<file path="config.mk">
export PLATFORM = sky130hd
export DESIGN_NAME = bsg_wormhole_router_adapter_in_serializer
export DESIGN_NICKNAME = d
export VERILOG_FILES = /design/src/rtl/bsg_wormhole_router_adapter_in_serializer.sv
export SDC_FILE = /design/constraint.sdc
export NUM_CORES = 1
export LEC_CHECK = 0
export ABC_AREA = 1
export BUFFER_PORTS_ARGS = -buffer_cell sky130_fd_sc_hd__buf_2
export CELL_PAD_IN_SITES_DETAIL_PLACEMENT = 1
export CELL_PAD_IN_SITES_GLOBAL_PLACEMENT = 1
export CORE_AREA = 5 5 261 263
export CTS_CLUSTER_DIAMETER = 40
export DETAILED_ROUTE_END_ITERATION = 6
export DIE_AREA = 0 0 266 268
export PLACE_DENSITY = 0.77
export SYNTH_ARGS = -nofsm -noshare
export SYNTH_HDL_FRONTEND = slang
export SYNTH_SLANG_ARGS = --single-unit
</file>
<file path="constraint.sdc">
create_clock -name clk_i -period 2.83 [get_ports clk_i]
set_clock_uncertainty 0.15 [all_clocks]
set_input_delay 0.566 -clock clk_i [delete_from_list [all_inputs] [get_ports clk_i]]
set_output_delay 0.566 -clock clk_i [all_outputs]
set_load 0.005 [all_outputs]
</file>
<file path="src/rtl/bsg_wormhole_router_adapter_in_serializer.sv">
// Wormhole router input adapter: registers one packet and
// streams it out as fixed-width flits, header in flit 0.
module bsg_wormhole_router_adapter_in_serializer #(
  parameter int max_num_flit_p = 4,
  parameter int max_payload_width_p = 537,
  parameter int x_cord_width_p = 1,
  parameter int y_cord_width_p = 1,
  localparam int len_width = $clog2(max_num_flit_p),
  localparam int packet_width = max_payload_width_p + len_width
                              + x_cord_width_p + y_cord_width_p,
  localparam int flit_width = (packet_width + max_num_flit_p - 1)
                            / max_num_flit_p
) (
  input  logic                    clk_i,
  input  logic                    reset_n_i,
  input  logic [packet_width-1:0] data_i,
  input  logic                    v_i,
  output logic                    ready_o,
  output logic [flit_width-1:0]   data_o,
  output logic                    v_o,
  input  logic                    ready_i
);

  localparam int len_lsb = x_cord_width_p + y_cord_width_p;
  localparam int pad_width = flit_width * max_num_flit_p;

  typedef enum logic {IDLE, SEND} state_e;

  state_e state, state_n;

  logic [packet_width-1:0] pkt_r;
  logic [len_width-1:0]    len_r;
  logic [len_width-1:0]    count_r;
  logic [pad_width-1:0]    pkt_pad;
  logic                    accept;
  logic                    xfer;
  logic                    last;

  assign last = (count_r == len_r);

  // zero-extend the packet so the top flit carries zero padding
  always_comb begin
    pkt_pad = '0;
    pkt_pad[packet_width-1:0] = pkt_r;
  end

  assign data_o = pkt_pad[count_r*flit_width +: flit_width];

  // state register
  always_ff @(posedge clk_i) begin
    if (!reset_n_i) state <= IDLE;
    else            state <= state_n;
  end

  // next state and handshake outputs
  always_comb begin
    state_n = state;
    ready_o = 1'b0;
    v_o     = 1'b0;
    accept  = 1'b0;
    xfer    = 1'b0;
    unique case (state)
      IDLE: begin
        ready_o = reset_n_i;
        accept  = v_i;
        if (v_i) state_n = SEND;
      end
      SEND: begin
        v_o  = 1'b1;
        xfer = ready_i;
        if (ready_i && last) state_n = IDLE;
      end
      default: state_n = IDLE;
    endcase
  end

  // packet capture and flit counter
  always_ff @(posedge clk_i) begin
    if (!reset_n_i) begin
      pkt_r   <= '0;
      len_r   <= '0;
      count_r <= '0;
    end else if (accept) begin
      pkt_r   <= data_i;
      len_r   <= data_i[len_lsb +: len_width];
      count_r <= '0;
    end else if (xfer && !last) begin
      count_r <= count_r + 1'b1;
    end
  end

endmodule

</file>
==> flow_summary.yaml, run 1 <==
clock_tree:
  ctsLongestPathBuffers: 3
  cts.reportedPaths.clkPinSlew_ns: 0.05
  clock-sinks: 544
  inserted_clock_buffers: 103
  tritoncts: "done"
  cts_htree_levels: 3
  clock_tree.root_cell: "clkbuf_16"
  clock_insertion_delay_worst_skew_ns: 0.62
yosys:
  synth.lib_cells_used.distinct: 21
  yosysWarnings: 0
  synth_nets: 3684
  mean_post_synth_cell_area_um2: 7.14
  ys_seq_area_share_pct: 48.6
  yosys_register_bits: 544
  synth.cell_area_um2: 22400
  synthCells: 3139
setup_path:
  worstPathRequired_ns: 2.11
  ff2ff_setup_slack_ns: 0.70
  crit_start: "count_r[0]$_SDFFE_PP0P_"
  setup.worst_path.start_class: "flip-flop"
  worstPathArrival_ns: 2.12
  critical_path_peak_fanout: 7
  critical_path.cell_chain: "buf_4 > buf_16 > buf_12 > o21ai_0 > o22ai_1 > buf_2"
  r2r-start: "state$_SDFF_PN0_"
  cpPeakStageDelay_ns: 0.37
  critPathKind: "reg -> out"
  timing.critical_path.to: "data_o[96]"
  crit-reg2reg-capture: "pkt_r[145]$_SDFFE_PN0P_"
  slowest_stage: "dfxtp_4"
  worst_r2r_path_depth: 5
  end_kind: "output pin"
sta:
  report.final.setup_viol: 1
  finalHoldViolations: 0
  postLayoutSetupSlackWorst_ns: -0.00299
  period_needed_ns: 2.83
  final_min_period_over_clock_period_pct: 100
  worst_pin_slew_ns: 0.640
  fmax_mhz: 353
  slew_headroom_pct: 57.3
  slew_viol_final: 0
routing:
  detail_route.wl_per_cell_um: 23.5
  wirelength_mm: 119
  route.antenna.remaining_nets: 0
  first_drt_pass_iteration_count: 5
  first_iter_violations: 2458
  drt-vias-per-instance: 5.43
  routed-via-count: 27628
  post-route-drc-count: 0
layout:
  num-nets-final: 4642
  syn2layout_area_growth_pct: 52.6
  finalNonFillerCells: 5088
  layout.filler_cells: 7998
  post_route_cells_drive_above_1_share_pct: 23.1
floorplanning:
  core_region_area_um2: 65400
  initial_utilization_pct: 34.3
  die_h_um: 268
  row_count: 94
  design.die.area_um2: 71300
  num_io_pins: 683
  die_width_um: 266
global_route:
  grt_pass1_vias: 29525
  grtUsageTotal_pct: 30.7
  global_route_wire_length_before_repair_mm: 174
  grt_start_max_net_pins: 134
  antenna_found_initial: 40
  grt_overflow_total: 0
power_and_ir_drop:
  static-leakage-power_nw: 15.7
  power_frac_seq_pct: 35.2
  internal_power_mw: 17.9
  comb_power_share_pct: 12.6
  largest_vdd_supply_drop_mv: 0.510
  powerDensity_nw_per_um2: 724
  net-switching-power_mw: 6.88
  power_mw: 24.8
  sw_frac_of_total_pct: 27.8
  power.share.clock_pct: 52.1
outcome:
  run_status: "finished, violations left"
  failing_checks: "setup timing"
placed_design:
  numPortBuffers: 682
  placed_cells: 4467
  routabilityCongestion: 0.904
  place.detailed.hpwl_mm: 64.6
job:
  number_of_max_cap_violations: 0
worst_hold_path:
  hold_class: "in -> reg"
-- worst min path at each step --
stage / cells past startpoint / startpoint / endpoint
floorplan: 2 / pkt_r[2]$_SDFFE_PN0P_ / pkt_r[2]$_SDFFE_PN0P_
global placement: 2 / pkt_r[2]$_SDFFE_PN0P_ / pkt_r[2]$_SDFFE_PN0P_
detailed placement: 2 / pkt_r[2]$_SDFFE_PN0P_ / pkt_r[2]$_SDFFE_PN0P_
CTS: 3 / data_i[448] / pkt_r[448]$_SDFFE_PN0P_
global route: 3 / data_i[199] / pkt_r[199]$_SDFFE_PN0P_
finish: 3 / data_i[53] / pkt_r[53]$_SDFFE_PN0P_
-- synth_stat cells, drive strengths merged --
cell type  number  area [um2]
xor2            1        8.76
nand2           5        18.8
a31oi           1        6.26
o31ai           3        22.5
o21ai         807        4040
nand3           5        25.0
nor2         1357        5100
buf           176        1070
dfxtp         544       10900
inv             8        30.0
xnor2           1        8.76
a21oi           4        20.0
clkbuf         94         353
o22ai         133         832
-- worst max-delay path: cells and delay by family, from the launching register on --
family / cells / cell delay (ns)
AO/OA/AOI/OAI: 2 / 0.51
buffers and inverters: 4 / 0.61
flip-flops: 1 / 0.37
-- layer usage --
metal	GRT usage, %	share of wire, %	up-vias	routed length [um]
li1	-	-	12366	-
met1	35.5	38	13399	45100
met2	52.4	49	1401	58200
met3	5.97	6.8	450	8100
met4	19.3	6.6	12	7900
met5	0	0.075	-	89
-- cell families after synthesis --
| kind of cell | after synthesis | share of synthesized area, % |
|---|---|---|
| compound gates | 948 | 21.9 |
| xor+xnor | 2 | 0.0782 |
| buf+inv | 278 | 6.46 |
| flops | 544 | 48.6 |
| simple gates | 1367 | 22.9 |
-- cell usage in the layout (no fill, tap or decap), types with 7 or more instances in the layout --
cell and n:
clkbuf_8 16, o21ai_0 677, dlygate4sd3_1 360, nor2_1 1352, clkinv_4 14, buf_16 11, clkinv_2 16, bufinv_16 9
inv_6 9, clkinvlp_4 11, buf_4 35, clkbuf_1 8, o21ai_1 130, buf_12 25, o22ai_2 7, o22ai_1 126
buf_2 681, diode_2 37, dfxtp_1 542, clkbuf_16 110
-- area by class of cell --
cell class	count	area, um2	area share, %
inverter	8	68.8	0.201
timing repair buffer	1121	8250	24.1
timing repair inverter	2	22.5	0.0658
multi-input combinational	2317	10100	29.6
tap	864	1080	3.16
antenna	37	92.6	0.271
clock buffer	131	2930	8.56
clock inverter	64	734	2.15
sequential	544	10900	31.9
-- metrics by stage --
step / hold slack [ns] / util [%] / TNS, ns / cell area [um2] / setup slack (ns)
3_3_place_gp: 0.317 / 40.2 / 0 / 26300 / 0.540
4_1_cts: 0.000328 / 51.8 / -0.0305 / 33900 / -0.0301
2_1_floorplan: 0.295 / - / 0 / 22400 / 1.05
5_1_grt: 0.00703 / 52.3 / -0.0172 / 34200 / -0.00832
6_report: 0.0259 / 52.3 / -0.00299 / 34200 / -0.00299
3_5_place_dp: 0.326 / 40.2 / 0 / 26300 / 0.435
-- power by group through the flow --
stage	Combinational (mW)	Sequential (mW)	Clock, mW
global route	3.38	8.76	13.4
global placement	2.42	8.78	0
finish	3.13	8.72	12.9
CTS	2.94	8.66	12.9
floorplan	1.41	8.68	0
detailed placement	2.46	8.79	0
-- repair_timing --
item / in CTS / in global routing
buffers inserted: 7 / 13
endpoints found under the hold margin: 360 / 0
hold buffers: 360 / 0
setup endpoints to repair: 77 / 77
gates resized for setup: 25 / 29
cloned: 5 / 5
pin swaps: 0 / 3
-- registers in the layout, summed over array words and instances (netlist names) --
register  count
count_r       2
pkt_r       541
state         1
Power figures use the tool's default switching activity.
==> inputs of run 2 (changes only) <==
--- a/config.mk
+++ b/config.mk
@@ -9,11 +9,11 @@
 export BUFFER_PORTS_ARGS = -buffer_cell sky130_fd_sc_hd__buf_2
 export CELL_PAD_IN_SITES_DETAIL_PLACEMENT = 1
 export CELL_PAD_IN_SITES_GLOBAL_PLACEMENT = 1
-export CORE_AREA = 5 5 261 263
+export CORE_AREA = 2 2 268 270
 export CTS_CLUSTER_DIAMETER = 40
 export DETAILED_ROUTE_END_ITERATION = 6
-export DIE_AREA = 0 0 266 268
-export PLACE_DENSITY = 0.77
+export DIE_AREA = 0 0 270 272
+export PLACE_DENSITY = 0.72
 export SYNTH_ARGS = -nofsm -noshare
 export SYNTH_HDL_FRONTEND = slang
 export SYNTH_SLANG_ARGS = --single-unit
==> constraint.sdc (replaced) <==
create_clock -name clk_i -period 3.1 [get_ports clk_i]
set_clock_uncertainty 0.15 [all_clocks]
set_input_delay 0.62 -clock clk_i [delete_from_list [all_inputs] [get_ports clk_i]]
set_output_delay 0.62 -clock clk_i [all_outputs]
set_load 0.005 [all_outputs]
==> flow_summary.yaml, run 2 (synthesis results as in run 1) <==
routing:
  route.antenna.remaining_nets: 0
  first_iter_violations: 1450
  drt-vias-per-instance: 5.01
  detail_route.wl_per_cell_um: 20.0
  wirelength_mm: 95.8
  post-route-drc-count: 0
  first_drt_pass_iteration_count: 4
  routed-via-count: 23995
setup_path:
  worstPathRequired_ns: 2.33
  critical_path_peak_fanout: 59
  cpPeakStageDelay_ns: 0.40
  critPathKind: "reg -> out"
  slowest_stage: "dfxtp_4"
  worstPathArrival_ns: 2.27
  critical_path.cell_chain: "inv_8 > buf_4 > nor2_1 > o31ai_1 > buf_2"
  end_kind: "output pin"
  setup.worst_path.start_class: "flip-flop"
layout:
  layout.cells.most_common: "nor2_1"
  num-nets-final: 4258
  layout_top_registers: "pkt_r (541), count_r (2), state (1)"
  layout.filler_cells: 9014
  layout_common_cells: "nor2_1 (1,356), o21ai_0 (696), buf_2 (681)"
  largest_register_ffs: 541
  post_route_cells_drive_above_1_share_pct: 24.5
  finalNonFillerCells: 4792
  syn2layout_area_growth_pct: 34.6
  register_with_the_highest_flop_count: "pkt_r"
global_route:
  grt_start_max_net_pins: 182
  global_route_wire_length_before_repair_mm: 142
  grt_overflow_total: 0
  antenna_found_initial: 65
  grt_pass1_vias: 24267
  grtUsageTotal_pct: 24.5
placed_design:
  numPortBuffers: 682
  routabilityCongestion: 0.868
  worst_slack_at_placement_ns: 0.502
  placed_cells: 4553
  place.detailed.hpwl_mm: 62.1
floorplanning:
  num_io_pins: 683
  initial_utilization_pct: 31.7
  core_region_area_um2: 70800
  design.die.area_um2: 73400
  die_width_um: 270
  die_h_um: 272
  row_count: 98
job:
  number_of_max_cap_violations: 0
outcome:
  run_status: "complete, no violations"
power_and_ir_drop:
  powerDensity_nw_per_um2: 727
  power_mw: 21.9
  largest_vdd_supply_drop_mv: 0.577
  static-leakage-power_nw: 14.0
sta:
  fin_hold_ws_ns: 0.0321
  slew_headroom_pct: 42.3
  fmax_mhz: 329
  worst_pin_slew_ns: 0.865
  report.final.setup_viol: 0
  slew_viol_final: 0
  postLayoutSetupSlackWorst_ns: 0.0642
  finalHoldViolations: 0
  totalNegativeSetupSlack_ns: 0
  period_needed_ns: 3.04
  rsz0062_at_grt: "yes"
  final_min_period_over_clock_period_pct: 97.9
clock_tree:
  clock-sinks: 544
  clock_insertion_delay_worst_skew_ns: 0.64
  inserted_clock_buffers: 104
  cts.reportedPaths.clkPinSlew_ns: 0.05
  ctsLongestPathBuffers: 3
  cts_htree_levels: 3
  clock_tree.root_cell: "clkbuf_16"
  tritoncts: "done"
worst_hold_path:
  hold_class: "in -> reg"
[run 2: cell count changes in the layout (fill, tap and decap cells not counted), moves of 6 or more]
cell,delta
buf_12,-7
buf_16,-9
clkinv_4,-9
dlygate4sd3_1,-360
o21ai_0,+19
o21ai_1,-19
o22ai_1,+6
o22ai_2,-6
[run 2: final timing paths]
kind / start / to / slack, ns / cells after the start
hold reg to reg: pkt_r[2]$_SDFFE_PN0P_ / pkt_r[2]$_SDFFE_PN0P_ / 0.33 / 2
setup / recovery: count_r[0]$_SDFFE_PP0P_ / data_o[134] / 0.06 / 5
hold / removal: data_i[92] / pkt_r[92]$_SDFFE_PN0P_ / 0.03 / 3
setup reg to reg: state$_SDFF_PN0_ / pkt_r[351]$_SDFFE_PN0P_ / 1.02 / 5
[run 2: what timing repair did]
| item | 4_1_cts | 5_1_grt |
|---|---|---|
| resized for setup | 4 | 3 |
| cloned | 0 | 1 |
| buffers inserted | 3 | 0 |
| hold buffers | 0 | 0 |
| setup endpoints to repair | 35 | 9 |
[run 2: where the power goes]
part	total (mW)	internal (mW)	leakage (nW)	switching [mW]
clock network	11.8	7.70	1.78	4.08
registers	7.93	7.61	4.51	0.324
logic	2.22	0.871	7.66	1.35
[run 2: cell type report]
type / instances / area, um2 / share of cell area (%)
diodes: 40 / 100 / 0.332
clock buffers: 133 / 2920 / 9.69
clock inverters: 62 / 785 / 2.60
inverters: 8 / 47.5 / 0.158
multi-input cells: 2317 / 10100 / 33.4
flip-flops and latches: 544 / 10900 / 36.1
well taps: 950 / 1190 / 3.94
repair buffers: 738 / 4150 / 13.7
[run 2: per-stage QoR]
stage	utilization, %	area, um2
2_1_floorplan	-	22400
3_3_place_gp	37.1	26300
3_5_place_dp	37.1	26300
4_1_cts	42.5	30000
5_1_grt	42.6	30200
6_report	42.7	30200
[run 2: critical path, delay by kind of cell (launching register included)]
family	cells	cell delay [ns]
buffers and inverters	3	0.84
and+or+nand+nor	1	0.13
DFF	1	0.40
AOI/OAI and AO/OA	1	0.24
[run 2: routing by layer]
metal  global-route usage, %  routed length, um
met1                    29.7              40600
met5                       0                249
met4                    12.1               3730
met3                    6.49               5800
met2                    40.4              45500
